$ cat config.mk
export PLATFORM = sky130hd
export DESIGN_NAME = fb_stream_writer_flat
export DESIGN_NICKNAME = d
export VERILOG_FILES = /design/src/rtl/fb_stream_writer_if.sv /design/src/rtl/fb_stream_writer.sv /design/src/flat_wrapper.sv
export SDC_FILE = /design/constraint.sdc
export NUM_CORES = 1
export LEC_CHECK = 0
export BUFFER_PORTS_ARGS = -buffer_cell sky130_fd_sc_hd__buf_4
export CAP_MARGIN = 0
export CORE_MARGIN = 5
export CORE_UTILIZATION = 40
export CTS_CLUSTER_SIZE = 28
export DETAILED_ROUTE_END_ITERATION = 12
export GPL_TIMING_DRIVEN = 0
export PLACE_DENSITY_LB_ADDON = 0.15
export SLEW_MARGIN = 15
export SYNTH_ARGS = -nofsm -noshare
export SYNTH_HDL_FRONTEND = slang
export SYNTH_SLANG_ARGS = --single-unit
export TNS_END_PERCENT = 100
$ cat constraint.sdc
create_clock -name clk -period 3.4 [get_ports clk]
set_input_delay 0.68 -clock clk [delete_from_list [all_inputs] [get_ports clk]]
set_output_delay 0.68 -clock clk [all_outputs]
set_load 0.02 [all_outputs]
$ cat src/rtl/fb_stream_writer_if.sv
`default_nettype none
// +----------------------------------------------------------------------------+
// | fb_stream_writer_if : decoded byte stream in, framebuffer/palette strobes out |
// | Revision 1.0                                                                 |
// +----------------------------------------------------------------------------+
interface fb_stream_writer_if #(
    parameter int FB_ADDR_W  = 15,
    parameter int PAL_ADDR_W = 4,
    parameter int COLOR_W    = 12
);
    logic                  in_sof;
    logic                  in_valid;
    logic [7:0]            in_data;
    logic                  in_ready;
    logic                  fb_we;
    logic [FB_ADDR_W-1:0]  fb_addr;
    logic [7:0]            fb_din;
    logic                  pal_we;
    logic [PAL_ADDR_W-1:0] pal_addr;
    logic [COLOR_W-1:0]    pal_din;
    logic                  busy;
    logic                  err;

    modport master (
        output in_sof, in_valid, in_data,
        input  in_ready, fb_we, fb_addr, fb_din, pal_we, pal_addr, pal_din, busy, err
    );

    modport slave (
        input  in_sof, in_valid, in_data,
        output in_ready, fb_we, fb_addr, fb_din, pal_we, pal_addr, pal_din, busy, err
    );
endinterface
`default_nettype wire

$ cat src/rtl/fb_stream_writer.sv
`default_nettype none
// +----------------------------------------------------------------------------+
// | fb_stream_writer : command engine turning decoded bytes into RAM writes      |
// | Revision 1.0                                                                 |
// +----------------------------------------------------------------------------+
module fb_stream_writer #(
    parameter int FB_ADDR_W  = 15,
    parameter int PAL_ADDR_W = 4,
    parameter int COLOR_W    = 12,
    parameter int FILL_CNT_W = 16
) (
    input  logic clk,
    input  logic rst,
    fb_stream_writer_if.slave bus
);
    localparam int c_ADDR_BYTES = (FB_ADDR_W + 7) / 8;
    localparam int c_PAL_BYTES  = (COLOR_W + 7) / 8;
    localparam int c_AP_BYTES   = (c_ADDR_BYTES > c_PAL_BYTES) ? c_ADDR_BYTES : c_PAL_BYTES;
    // Shadow holds at least three bytes so the fill triple shares the same collector.
    localparam int c_SH_BYTES   = (c_AP_BYTES > 3) ? c_AP_BYTES : 3;
    localparam int c_SH_W       = 8 * c_SH_BYTES;
    localparam int c_CNT_W      = $clog2(c_SH_BYTES);

    typedef enum logic [2:0] {
        S_MODE   = 3'd0,
        S_DATA   = 3'd1,
        S_ADDR   = 3'd2,
        S_FILL   = 3'd3,
        S_PAL    = 3'd4,
        S_PALSEL = 3'd5,
        S_SKIP   = 3'd6
    } state_t;

    state_t                r_state;
    logic [c_CNT_W-1:0]    r_cnt;
    logic [c_SH_W-1:0]     r_shadow;
    logic [FB_ADDR_W-1:0]  r_wr_addr;
    logic [FILL_CNT_W-1:0] r_fill_rem;
    logic                  r_fb_we;
    logic [FB_ADDR_W-1:0]  r_fb_addr;
    logic [7:0]            r_fb_din;
    logic                  r_pal_we;
    logic [PAL_ADDR_W-1:0] r_pal_addr;
    logic [COLOR_W-1:0]    r_pal_din;
    logic                  r_busy;
    logic                  r_err;
    logic                  r_ready;

    logic                  w_accept;
    state_t                w_state;
    logic [c_SH_W-1:0]     w_shadow;
    logic [FILL_CNT_W-1:0] w_fill_cnt;

    assign w_accept   = bus.in_valid && r_ready;
    assign w_state    = bus.in_sof ? S_MODE : r_state;
    assign w_fill_cnt = r_shadow[FILL_CNT_W-1:0];

    always_comb begin
        w_shadow = r_shadow;
        for (int i = 0; i < c_SH_BYTES; i++) begin
            if (r_cnt == i[c_CNT_W-1:0]) begin
                w_shadow[i*8 +: 8] = bus.in_data;
            end
        end
    end

    always_ff @(posedge clk) begin
        if (!rst) begin
            r_state    <= S_MODE;
            r_cnt      <= '0;
            r_shadow   <= '0;
            r_wr_addr  <= '0;
            r_fill_rem <= '0;
            r_fb_we    <= 1'b0;
            r_fb_addr  <= '0;
            r_fb_din   <= '0;
            r_pal_we   <= 1'b0;
            r_pal_addr <= '0;
            r_pal_din  <= '0;
            r_busy     <= 1'b0;
            r_err      <= 1'b0;
            r_ready    <= 1'b1;
        end else begin
            r_fb_we  <= 1'b0;
            r_pal_we <= 1'b0;
            // The index advances after the strobe cycle so pal_addr is stable while pal_we is high.
            if (r_pal_we) begin
                r_pal_addr <= r_pal_addr + PAL_ADDR_W'(1);
            end

            if (bus.in_sof) begin
                r_state <= S_MODE;
                r_cnt   <= '0;
                r_busy  <= 1'b0;
                r_ready <= 1'b1;
                if (r_cnt != '0) begin
                    r_err <= 1'b1;
                end
            end else if (r_busy) begin
                if (r_fill_rem != '0) begin
                    r_fb_we    <= 1'b1;
                    r_fb_addr  <= r_wr_addr;
                    r_wr_addr  <= r_wr_addr + FB_ADDR_W'(1);
                    r_fill_rem <= r_fill_rem - FILL_CNT_W'(1);
                end else begin
                    r_busy  <= 1'b0;
                    r_ready <= 1'b1;
                end
            end

            if (w_accept) begin
                case (w_state)
                    S_MODE: begin
                        r_cnt <= '0;
                        case (bus.in_data[2:0])
                            3'd1:    r_state <= S_DATA;
                            3'd2:    r_state <= S_ADDR;
                            3'd3:    r_state <= S_FILL;
                            3'd4:    r_state <= S_PAL;
                            3'd5:    r_state <= S_PALSEL;
                            default: begin
                                r_state <= S_SKIP;
                                r_err   <= 1'b1;
                            end
                        endcase
                    end
                    S_DATA: begin
                        r_fb_we   <= 1'b1;
                        r_fb_addr <= r_wr_addr;
                        r_fb_din  <= bus.in_data;
                        r_wr_addr <= r_wr_addr + FB_ADDR_W'(1);
                    end
                    S_ADDR: begin
                        r_shadow <= w_shadow;
                        if (r_cnt == c_CNT_W'(c_ADDR_BYTES - 1)) begin
                            r_wr_addr <= w_shadow[FB_ADDR_W-1:0];
                            r_cnt     <= '0;
                            r_state   <= S_DATA;
                        end else begin
                            r_cnt <= r_cnt + c_CNT_W'(1);
                        end
                    end
                    S_FILL: begin
                        if (r_cnt == c_CNT_W'(2)) begin
                            r_cnt <= '0;
                            if (w_fill_cnt != '0) begin
                                r_fb_we    <= 1'b1;
                                r_fb_addr  <= r_wr_addr;
                                r_fb_din   <= bus.in_data;
                                r_wr_addr  <= r_wr_addr + FB_ADDR_W'(1);
                                r_fill_rem <= w_fill_cnt - FILL_CNT_W'(1);
                                r_busy     <= 1'b1;
                                r_ready    <= 1'b0;
                            end
                        end else begin
                            r_shadow <= w_shadow;
                            r_cnt    <= r_cnt + c_CNT_W'(1);
                        end
                    end
                    S_PAL: begin
                        r_shadow <= w_shadow;
                        if (r_cnt == c_CNT_W'(c_PAL_BYTES - 1)) begin
                            r_pal_we  <= 1'b1;
                            r_pal_din <= w_shadow[COLOR_W-1:0];
                            r_cnt     <= '0;
                        end else begin
                            r_cnt <= r_cnt + c_CNT_W'(1);
                        end
                    end
                    S_PALSEL: begin
                        r_pal_addr <= bus.in_data[PAL_ADDR_W-1:0];
                        r_state    <= S_PAL;
                    end
                    default: begin
                        r_state <= S_SKIP;
                    end
                endcase
            end
        end
    end

    assign bus.in_ready = r_ready;
    assign bus.fb_we    = r_fb_we;
    assign bus.fb_addr  = r_fb_addr;
    assign bus.fb_din   = r_fb_din;
    assign bus.pal_we   = r_pal_we;
    assign bus.pal_addr = r_pal_addr;
    assign bus.pal_din  = r_pal_din;
    assign bus.busy     = r_busy;
    assign bus.err      = r_err;
endmodule
`default_nettype wire
$ cat src/flat_wrapper.sv
// flat-port wrapper written by rule: the top's interface ports become plain ports
module fb_stream_writer_flat 
#(
    parameter int FB_ADDR_W  = 15,
    parameter int PAL_ADDR_W = 4,
    parameter int COLOR_W    = 12,
    parameter int FILL_CNT_W = 16
)
  (clk, rst, bus_in_sof, bus_in_valid, bus_in_data, bus_in_ready, bus_fb_we, bus_fb_addr, bus_fb_din, bus_pal_we, bus_pal_addr, bus_pal_din, bus_busy, bus_err);
  fb_stream_writer_if #(.FB_ADDR_W(FB_ADDR_W), .PAL_ADDR_W(PAL_ADDR_W), .COLOR_W(COLOR_W)) bus_i ();
  input  logic clk;
  input  logic rst;
  input wire logic [$bits(bus_i.in_sof)-1:0] bus_in_sof;
  input wire logic [$bits(bus_i.in_valid)-1:0] bus_in_valid;
  input wire logic [$bits(bus_i.in_data)-1:0] bus_in_data;
  output wire logic [$bits(bus_i.in_ready)-1:0] bus_in_ready;
  output wire logic [$bits(bus_i.fb_we)-1:0] bus_fb_we;
  output wire logic [$bits(bus_i.fb_addr)-1:0] bus_fb_addr;
  output wire logic [$bits(bus_i.fb_din)-1:0] bus_fb_din;
  output wire logic [$bits(bus_i.pal_we)-1:0] bus_pal_we;
  output wire logic [$bits(bus_i.pal_addr)-1:0] bus_pal_addr;
  output wire logic [$bits(bus_i.pal_din)-1:0] bus_pal_din;
  output wire logic [$bits(bus_i.busy)-1:0] bus_busy;
  output wire logic [$bits(bus_i.err)-1:0] bus_err;
  assign bus_i.in_sof = bus_in_sof;
  assign bus_i.in_valid = bus_in_valid;
  assign bus_i.in_data = bus_in_data;
  assign bus_in_ready = bus_i.in_ready;
  assign bus_fb_we = bus_i.fb_we;
  assign bus_fb_addr = bus_i.fb_addr;
  assign bus_fb_din = bus_i.fb_din;
  assign bus_pal_we = bus_i.pal_we;
  assign bus_pal_addr = bus_i.pal_addr;
  assign bus_pal_din = bus_i.pal_din;
  assign bus_busy = bus_i.busy;
  assign bus_err = bus_i.err;
  fb_stream_writer #(.FB_ADDR_W(FB_ADDR_W), .PAL_ADDR_W(PAL_ADDR_W), .COLOR_W(COLOR_W), .FILL_CNT_W(FILL_CNT_W)) u_core (.clk(clk), .rst(rst), .bus(bus_i));
endmodule
Yosys cells after proc, flatten, opt, wreduce, memory -nomap -nowiden
Cells that the tools add are included.
- flip-flop bits (word level): 104
- input bits: 12
- logic and storage cells: 114
- output and inout port bits: 44
- eq/ne operators: 15
- add/subtract/negate cells: 5
- muxes and demuxes: 65
- reduce and logical (&&, ||, !) cells: 15
- operators with widths (kind ; number):
    $mux 15 ; 13
    $mux 16 ; 7
    $pmux 24 s2 ; 1
    $pmux 15 s3 ; 1
    $mux 8 ; 5
    $reduce_bool 16->1 ; 2
    $sub 16x1->16 const B ; 2
    $pmux 15 s2 ; 1
    $mux 24 ; 1
    $mux 1 ; 21
    $pmux 8 s2 ; 1
    $add 15x1->15 const B ; 1
    $pmux 3 s5 ; 1
    $eq 3x2->1 const B ; 4
    $eq 3x3->1 const B ; 4
    $mux 4 ; 3
    $pmux 3 s4 ; 1
    $mux 3 ; 3
    $reduce_and 3->1 ; 3
    $mux 2 ; 4
    $eq 3x1->1 const B ; 2
    $pmux 2 s3 ; 1
    $reduce_bool 2->1 ; 3
    $reduce_or 5->1 ; 1
    13 further kinds ; 14

Depth between registers and ports, before layout
Gate-level depths: netlist (run 1).
- depth in word-level cells: 8
- mapped depth: 10
- gate-level depth less buffers: 8

Worst setup path before layout (run 1)
No wires, ideal clock.
- path type: in2reg
- start: input port bus_in_sof
- end: register u_core.r_fill_rem[12]
- data required time: 3.267 ns
- cell stages on the path: 7
- arrival: 2.207 ns
- slack: 1.060 ns
- library setup time: 0.133 ns
- buffers on the path: 2
- cells stage by stage: nor4bb_1 -> nand2_1 -> or3_1 -> buf_2 -> clkbuf_1 -> o21ai_0 -> a21oi_1
- word-level cells in the longest chain between the ends: 5
- elaborated cells between the ends (all ways): 7
- those cells by class: eq/ne (1); mux (6)
- RTL lines (what ; line ; source):
    from (decl) ; flat_wrapper.sv:13 ; input wire logic [$bits(bus_i.in_sof)-1:0] bus_in_sof;
    $mux 16 ; fb_stream_writer.sv:91 ; if (bus.in_sof) begin
    $mux 16 ; fb_stream_writer.sv:146 ; if (w_fill_cnt != '0) begin
    $mux 16 ; fb_stream_writer.sv:144 ; if (r_cnt == c_CNT_W'(2)) begin
    $mux 16 ; fb_stream_writer.sv:112 ; case (w_state)
    $mux 16 * ; fb_stream_writer.sv:111 ; if (w_accept) begin
    to (signal assigned) ; fb_stream_writer.sv:104 ; r_fill_rem <= r_fill_rem - FILL_CNT_W'(1);
    to (signal assigned) ; fb_stream_writer.sv:151 ; r_fill_rem <= w_fill_cnt - FILL_CNT_W'(1);
    to (decl) ; fb_stream_writer.sv:38 ; logic [FILL_CNT_W-1:0] r_fill_rem;
Mark *: on every way between the ends. The rest lies on a longest branch, timed or not.
A chain may end at the register's enable or synchronous reset.

Final worst setup path (run 1)
- start: register u_core.r_cnt[0]
- end: register u_core.r_pal_din[2] (netlist: u_core.bus.pal_din[2])
- word-level cells in the longest chain between the ends: 2
- elaborated cells between the ends (all ways): 4
- those cells by class: eq/ne (1); mux (1); reduce/logical (2)
- RTL lines (what ; line ; source):
    from (decl) ; fb_stream_writer.sv:35 ; logic [c_CNT_W-1:0] r_cnt;
    from (signal assigned) ; fb_stream_writer.sv:140 ; r_cnt <= r_cnt + c_CNT_W'(1);
    from (signal assigned) ; fb_stream_writer.sv:157 ; r_cnt <= r_cnt + c_CNT_W'(1);
    from (signal assigned) ; fb_stream_writer.sv:167 ; r_cnt <= r_cnt + c_CNT_W'(1);
    $eq 2x1->1 / $logic_not 2->1 (equally long branches) ; fb_stream_writer.sv:162, fb_stream_writer.sv:61 ;
    $reduce_and 3->1 (no line) / $mux 8 (equally long branches) ; - ;
    to (signal assigned) ; fb_stream_writer.sv:164 ; r_pal_din <= w_shadow[COLOR_W-1:0];
    to (decl) ; fb_stream_writer.sv:44 ; logic [COLOR_W-1:0] r_pal_din;
Several ways; a longest one is shown, not always the timed one.

==> flow_summary_export.csv, run 1 <==
group,metric,value,unit
yosys,ys_ff_latch,96,
global_routing,grt_use_met3,4.194,%
hold_path,hp-class,"flop to flop",
global_routing,antenna_found_initial,0,
layout,nNetsFinal,707,
yosys,yosysUniqueCellTypes,59,
global_routing,met1_usage,27.83,%
yosys,syn_inst,622,
clock_tree,numCtsBuffers,9,
yosys,yosys_warnings,0,
clock_tree,clockRootBuffer,"clkbuf_16",
floorplan,die_height,122.7,µm
yosys,synth-async-reset-ratio,0,%
clock_tree,clk_pin_slew_worst_paths,70,ps
sta,max_freq,337.8,MHz
detailed_routing,antenna_left,0,
global_routing,gr-total-overflow,0,
sta,hold_viol,0,
flow_run,max-cap-violations,0,
placement,io_buffers,54,
placement,gp_congestion,0.9054,
sta,drv_slew,0,
floorplan,coreArea,12520,µm²
yosys,synth_edf_count,0,
yosys,synth_fp_nets,642,
yosys,synthesis.area,5084,µm²
critical_path,arrival,3220,ps
power_and_ir_drop,p_seq_share,46.2,%
layout,n_antenna_cell,0,
placement,place_hpwl,11180,µm
floorplan,row_count,41,
layout,area_growth,18.61,%
floorplan,die_area,15060,µm²
global_routing,grt_pass1_vias,4507,
power_and_ir_drop,p_sw,0.0006167,W
power_and_ir_drop,combPwrFrac,9.2,%
power_and_ir_drop,power-per-cell-area,410.5,nW/µm²
layout,drive_above_1_share,13.75,%
sta,fin_crit,2960,ps
global_routing,grt.met2_usage,32.22,%
detailed_routing,wirelength,15090,µm
global_routing,grt_max_degree,17,
power_and_ir_drop,clockPowerShare,44.7,%
sta,finalSetupViolations,0,
layout,register_area,1922,µm²
global_routing,grt_usage,20.44,%
power_and_ir_drop,swShare,24.92,%
clock_tree,cts_max_level,3,
clock_tree,clk_latency,350,ps
detailed_routing,route.detailed.drc,0,
power_and_ir_drop,ir_drop,0.2456,mV
critical_path,required,3660,ps
clock_tree,cts_tree,"done",
clock_tree,post_cts_buffers,0,
placement,dp_slack,284.0,ps
power_and_ir_drop,leakagePower,2.219,nW
floorplan,initial_core_util,40.61,%
global_routing,grt-busiest-layer,"met2",
clock_tree,clk_path_buf_depth,2,
layout,multi_input_area,2937,µm²
yosys,ys_seq_area_share,37.80,%
critical_path,critPathKind,"flop to flop",
critical_path,cp-end-kind,"flop",
sta,finalWorstSetupSlack,440.1,ps
yosys,avgSynthCellArea,8.173,µm²
global_routing,grt_pass1_wl,23850,µm
sta,grt_setup_unrepaired,"no",
detailed_routing,drt-wirelength-per-cell,17.48,µm
sta,final.setup_skew,5.790,ps
clock_tree,cts_num_sinks,96,
yosys,ys.flop_type,"dfxtp_1",
clock_tree,cts_hold_buf,0,
sta,period_share,87.06,%
status,status,"finished, final reports clean",
floorplan,io_pins,56,
critical_path,rrSetupSlack,440,ps
detailed_routing,vias,4679,
layout,n_fill_cell,1260,
critical_path,critPathLaunchType,"flop",
sta,maxSlewHeadroom,21.06,%
floorplan,die_x,122.7,µm
power_and_ir_drop,p_int,0.001859,W
sta,tns,0,ps
detailed_routing,drt_iter0_markers,382,
detailed_routing,via_per_inst,5.422,
detailed_routing,dr.pass1.iters,5,
sta,tightest_slew,1173,ps
critical_path,cp_max_fo,10,
clock_tree,post_cts_resized,0,
## worst max-delay path, cell delays in order, from the launching register on
cell and delay [ps]:
dfxtp_1 330, buf_2 220, nor2b_1 150, clkbuf_1 430, nand2_1 220, nor4_2 710
clkbuf_1 470, nor2_1 90, a211oi_1 240
## cells by family after synthesis
group           Yosys count  synth area share [%]
xor+xnor                 53                 9.131
mux                      32                 6.350
fa+ha+maj                 8                 1.969
simple gates            236                 21.76
flops                    96                 37.80
compound gates          140                 18.39
buf+inv                  57                 4.602
## metrics by stage
step           hold slack [ps]  area [µm²]  cells  util, %  power, W
6_report                 455.2        6030    863    48.17  0.002475
5_1_grt                  482.0        6030    863    48.17  0.002567
4_1_cts                  460.4        6030    863    48.17  0.002489
3_5_place_dp             445.0        5713    848    45.64  0.001393
3_3_place_gp             444.2        5704    848    45.57  0.001390
2_1_floorplan            464.0        5084    622        -  0.001317
## state kept, by name, indices dropped and copies added, names as in the netlist, 3 cells and up
| signal | flops |
|---|---|
| u_core.r_shadow | 16 |
| u_core.bus.pal_addr | 4 |
| u_core.r_state | 3 |
| u_core.bus.pal_din | 12 |
| u_core.r_wr_addr | 15 |
| u_core.bus.fb_addr | 15 |
| u_core.bus.fb_din | 8 |
| u_core.r_fill_rem | 16 |
## cell usage after synthesis, drive strengths merged, types with 3 or more instances
cell     count  area share, %
xor2        33            5.7
nor2b        8           0.98
xnor2       20            3.4
or3          6           0.84
o2111ai      7            1.3
nand3       10           0.98
and2         6           0.74
a311oi       3           0.52
and3         3           0.37
inv         14            1.0
o22ai       14            1.7
a21oi       47            4.8
o211ai       3           0.44
nand2b       4           0.49
ha           8            2.0
nor2        83            6.1
buf          9            1.1
o21ai       17            1.8
nand2       78            5.8
clkbuf      34            2.5
dfxtp       96             38
nor4         7            1.2
nand4        3           0.37
o2bb2ai      3           0.52
mux2i       30            5.9
a211oi      24            3.5
and4         3           0.52
a22oi        8            1.2
nor3        14            1.4
## metal layers
metal | part of all wire (%) | wire, µm
met5 | 0 | 0
met1 | 47 | 7165
met2 | 45 | 6828
met3 | 5.6 | 851
met4 | 1.6 | 242
## layout by cell type (no fill, tap or decap), types with 13 or more instances in the layout
cell type / synthesis / routed
buf_4: 1 / 55
nor3_1: 14 / 14
nand2_1: 78 / 78
mux2i_1: 30 / 30
dfxtp_1: 96 / 96
xor2_1: 33 / 33
a211oi_1: 24 / 24
a21oi_1: 46 / 46
xnor2_1: 20 / 20
inv_1: 13 / 13
o22ai_1: 14 / 14
clkbuf_1: 34 / 34
o21ai_0: 14 / 14
nor2_1: 83 / 83
## power groups by stage
stage	combinational [W]	sequential (W)	clock [W]
4_1_cts	0.000225	0.00114	0.00112
3_3_place_gp	0.000222	0.00117	0
5_1_grt	0.000249	0.00114	0.00117
3_5_place_dp	0.000225	0.00117	0
6_report	0.000227	0.00114	0.00111
2_1_floorplan	0.000148	0.00117	0
## layout make-up
| class | count | area share, % |
|---|---|---|
| buffer | 43 | 3.009 |
| clock buffer | 9 | 3.735 |
| clock inverter | 6 | 1.515 |
| inverter | 14 | 0.8716 |
| multi-input combinational | 469 | 48.70 |
| sequential | 96 | 31.87 |
| tap | 172 | 3.569 |
| timing repair buffer | 54 | 6.723 |
## path summary, 6_finish.rpt
kind                                                  startpoint                            endpoint  cells past startpoint
worst max-delay path                  u_core.r_cnt[0]$_SDFF_PN0_  u_core.bus.pal_din[2]$_SDFFE_PN0P_                      8
worst min-delay path            u_core.bus.fb_addr[8]$_SDFF_PN0_    u_core.bus.fb_addr[8]$_SDFF_PN0_                      2
worst max register to register        u_core.r_cnt[0]$_SDFF_PN0_  u_core.bus.pal_din[2]$_SDFFE_PN0P_                      8
worst min register to register  u_core.bus.fb_addr[8]$_SDFF_PN0_    u_core.bus.fb_addr[8]$_SDFF_PN0_                      2
Power figures use the tool's default switching activity.
==> inputs of run 2 (changes only) <==
- PLACE_DENSITY_LB_ADDON: 0.15 -> default
==> run 2 against run 1 <==
- clock power hardly changed
- clock skew is 3.2 ps higher
- setup slack worse by 4.7 ps
- final area is 0.12% lower
- critical path type unchanged
- critical endpoint is now u_core.bus.fb_din[7]$_SDFFE_PN0P_
==> flow_summary_export.csv, run 2 (synthesis results as in run 1) <==
group,metric,value,unit
critical_path,arrival,3180,ps
floorplan,die_x,122.7,µm
critical_path,path_delay_family,"simple AND/OR/NAND/NOR gates",
critical_path,required,3620,ps
global_routing,grt-busiest-layer,"met2",
sta,hold_viol,0,
sta,tightest_slew,1104,ps
sta,fin_crit,2965,ps
sta,finalSetupViolations,0,
sta,grt_setup_unrepaired,"no",
floorplan,initial_core_util,40.61,%
clock_tree,cts_num_sinks,96,
global_routing,grt_use_met3,3.502,%
status,status,"finished, final reports clean",
hold_path,hp-class,"flop to flop",
global_routing,met1_usage,27.10,%
clock_tree,clockRootBuffer,"clkbuf_16",
critical_path,cp_common_cell,"nand2_1",
power_and_ir_drop,p_seq_share,46.6,%
clock_tree,cts_hold_buf,0,
clock_tree,clk_latency,360,ps
power_and_ir_drop,power-per-cell-area,407.0,nW/µm²
sta,max_freq,337.3,MHz
detailed_routing,drt-wirelength-per-cell,17.30,µm
global_routing,antenna_found_initial,0,
floorplan,die_area,15060,µm²
critical_path,cp_max_fo,9,
layout,top_regs,"u_core.r_fill_rem: 16 flops, u_core.r_shadow: 16 flops",
floorplan,row_count,41,
global_routing,grt_max_degree,19,
power_and_ir_drop,ir_drop,0.2268,mV
layout,n_antenna_cell,0,
floorplan,io_pins,56,
global_routing,grt.met2_usage,32.52,%
critical_path,rrSetupSlack,440,ps
placement,io_buffers,54,
critical_path,cp_slowest_stage_delay,700,ps
critical_path,critPathLaunchType,"flop",
clock_tree,post_cts_buffers,0,
layout,layout_commonest_cell,"dfxtp_1",
sta,final.setup_skew,8.999,ps
power_and_ir_drop,leakagePower,2.217,nW
clock_tree,clk_pin_slew_worst_paths,70,ps
layout,n_fill_cell,1274,
sta,period_share,87.20,%
layout,area_growth,18.46,%
floorplan,die_height,122.7,µm
placement,gp_congestion,0.9185,
detailed_routing,drt_iter0_markers,340,
critical_path,cp-end-kind,"flop",
global_routing,grt_pass1_wl,23950,µm
clock_tree,numCtsBuffers,9,
detailed_routing,antenna_left,0,
sta,maxSlewHeadroom,26.12,%
critical_path,critPathKind,"flop to flop",
power_and_ir_drop,clockPowerShare,44.1,%
layout,layout_common_cells,"96 x dfxtp_1, 83 x nor2_1, 78 x nand2_1",
layout,fin_util,48.11,%
detailed_routing,dr.pass1.iters,5,
flow_run,max-cap-violations,0,
power_and_ir_drop,swShare,26.62,%
sta,tns,0,ps
layout,nNetsFinal,707,
critical_path,crit_slowest_cell,"o2bb2ai_1",
sta,whs,453.7,ps
detailed_routing,via_per_inst,5.405,
global_routing,gr-total-overflow,0,
power_and_ir_drop,combPwrFrac,9.3,%
clock_tree,cts_max_level,3,
critical_path,cp_cell_sequence,"inv_1 -> ha_1 -> nor4b_1 -> and4_1 -> clkbuf_1 -> o2bb2ai_1 -> nand2_1 -> nand2_1 -> a21oi_1",
detailed_routing,wirelength,14950,µm
clock_tree,cts_tree,"done",
clock_tree,clk_path_buf_depth,2,
sta,drv_slew,0,
layout,drive_above_1_share,13.87,%
detailed_routing,route.detailed.drc,0,
floorplan,coreArea,12520,µm²
critical_path,crit_buf_inv,2,
power_and_ir_drop,p_sw,0.0006525,W
clock_tree,post_cts_resized,0,
global_routing,grt_usage,20.51,%
detailed_routing,vias,4670,
placement,place_hpwl,11010,µm
global_routing,grt_pass1_vias,4673,
power_and_ir_drop,p_int,0.001798,W
-- run 2: path summary, 6_finish.rpt --
check / start / endpoint / cells after the start
max reg2reg: u_core.r_shadow[0]$_SDFFE_PN0P_ / u_core.bus.fb_din[7]$_SDFFE_PN0P_ / 9
min: u_core.bus.fb_addr[13]$_SDFF_PN0_ / u_core.bus.fb_addr[13]$_SDFF_PN0_ / 2
min reg2reg: u_core.bus.fb_addr[13]$_SDFF_PN0_ / u_core.bus.fb_addr[13]$_SDFF_PN0_ / 2
max: u_core.r_shadow[0]$_SDFFE_PN0P_ / u_core.bus.fb_din[7]$_SDFFE_PN0P_ / 9
-- run 2: metrics by stage --
stage	instance area, µm²	setup slack [ps]	cells	total power [W]
after floorplan	5084	1060	622	0.001317
after global placement	5704	335.0	848	0.001390
after detailed placement	5713	295.0	848	0.001394
after CTS	6022	530.5	864	0.002464
after global routing	6022	262.7	864	0.002541
final	6022	435.3	864	0.002451
-- run 2: tightest hold or removal path: cells and delay by family, from the launching register on --
kind / cells / cell delay (ps)
AO/OA/AOI/OAI: 1 / 50
flip-flops: 1 / 310
AND/OR/NAND/NOR: 1 / 50
-- run 2: layout make-up --
type / count / area (µm²) / share of cell area [%]
Tap cell: 172 / 215.2 / 3.574
Timing Repair Buffer: 54 / 405.4 / 6.732
Clock buffer: 9 / 225.2 / 3.740
Buffer: 43 / 181.4 / 3.013
Inverter: 14 / 52.55 / 0.8726
Sequential cell: 96 / 1922 / 31.91
Multi-Input combinational cell: 469 / 2937 / 48.76
Clock inverter: 7 / 83.83 / 1.392
-- run 2: power by group through the flow --
| stage | combinational [W] | sequential (W) | clock, W |
|---|---|---|---|
| 2_1_floorplan | 0.000148 | 0.00117 | 0 |
| 3_3_place_gp | 0.000222 | 0.00117 | 0 |
| 3_5_place_dp | 0.000226 | 0.00117 | 0 |
| 4_1_cts | 0.000227 | 0.00114 | 0.00109 |
| 5_1_grt | 0.000251 | 0.00114 | 0.00115 |
| 6_report | 0.000229 | 0.00114 | 0.00108 |
-- run 2: routing by layer --
| metal | wire length, µm | vias to the layer above | part of all wire (%) |
|---|---|---|---|
| li1 | - | 2312 | - |
| met1 | 7022 | 2216 | 47 |
| met2 | 6852 | 119 | 46 |
| met3 | 662 | 23 | 4.4 |
| met4 | 410 | 0 | 2.7 |
| met5 | 0 | - | 0 |
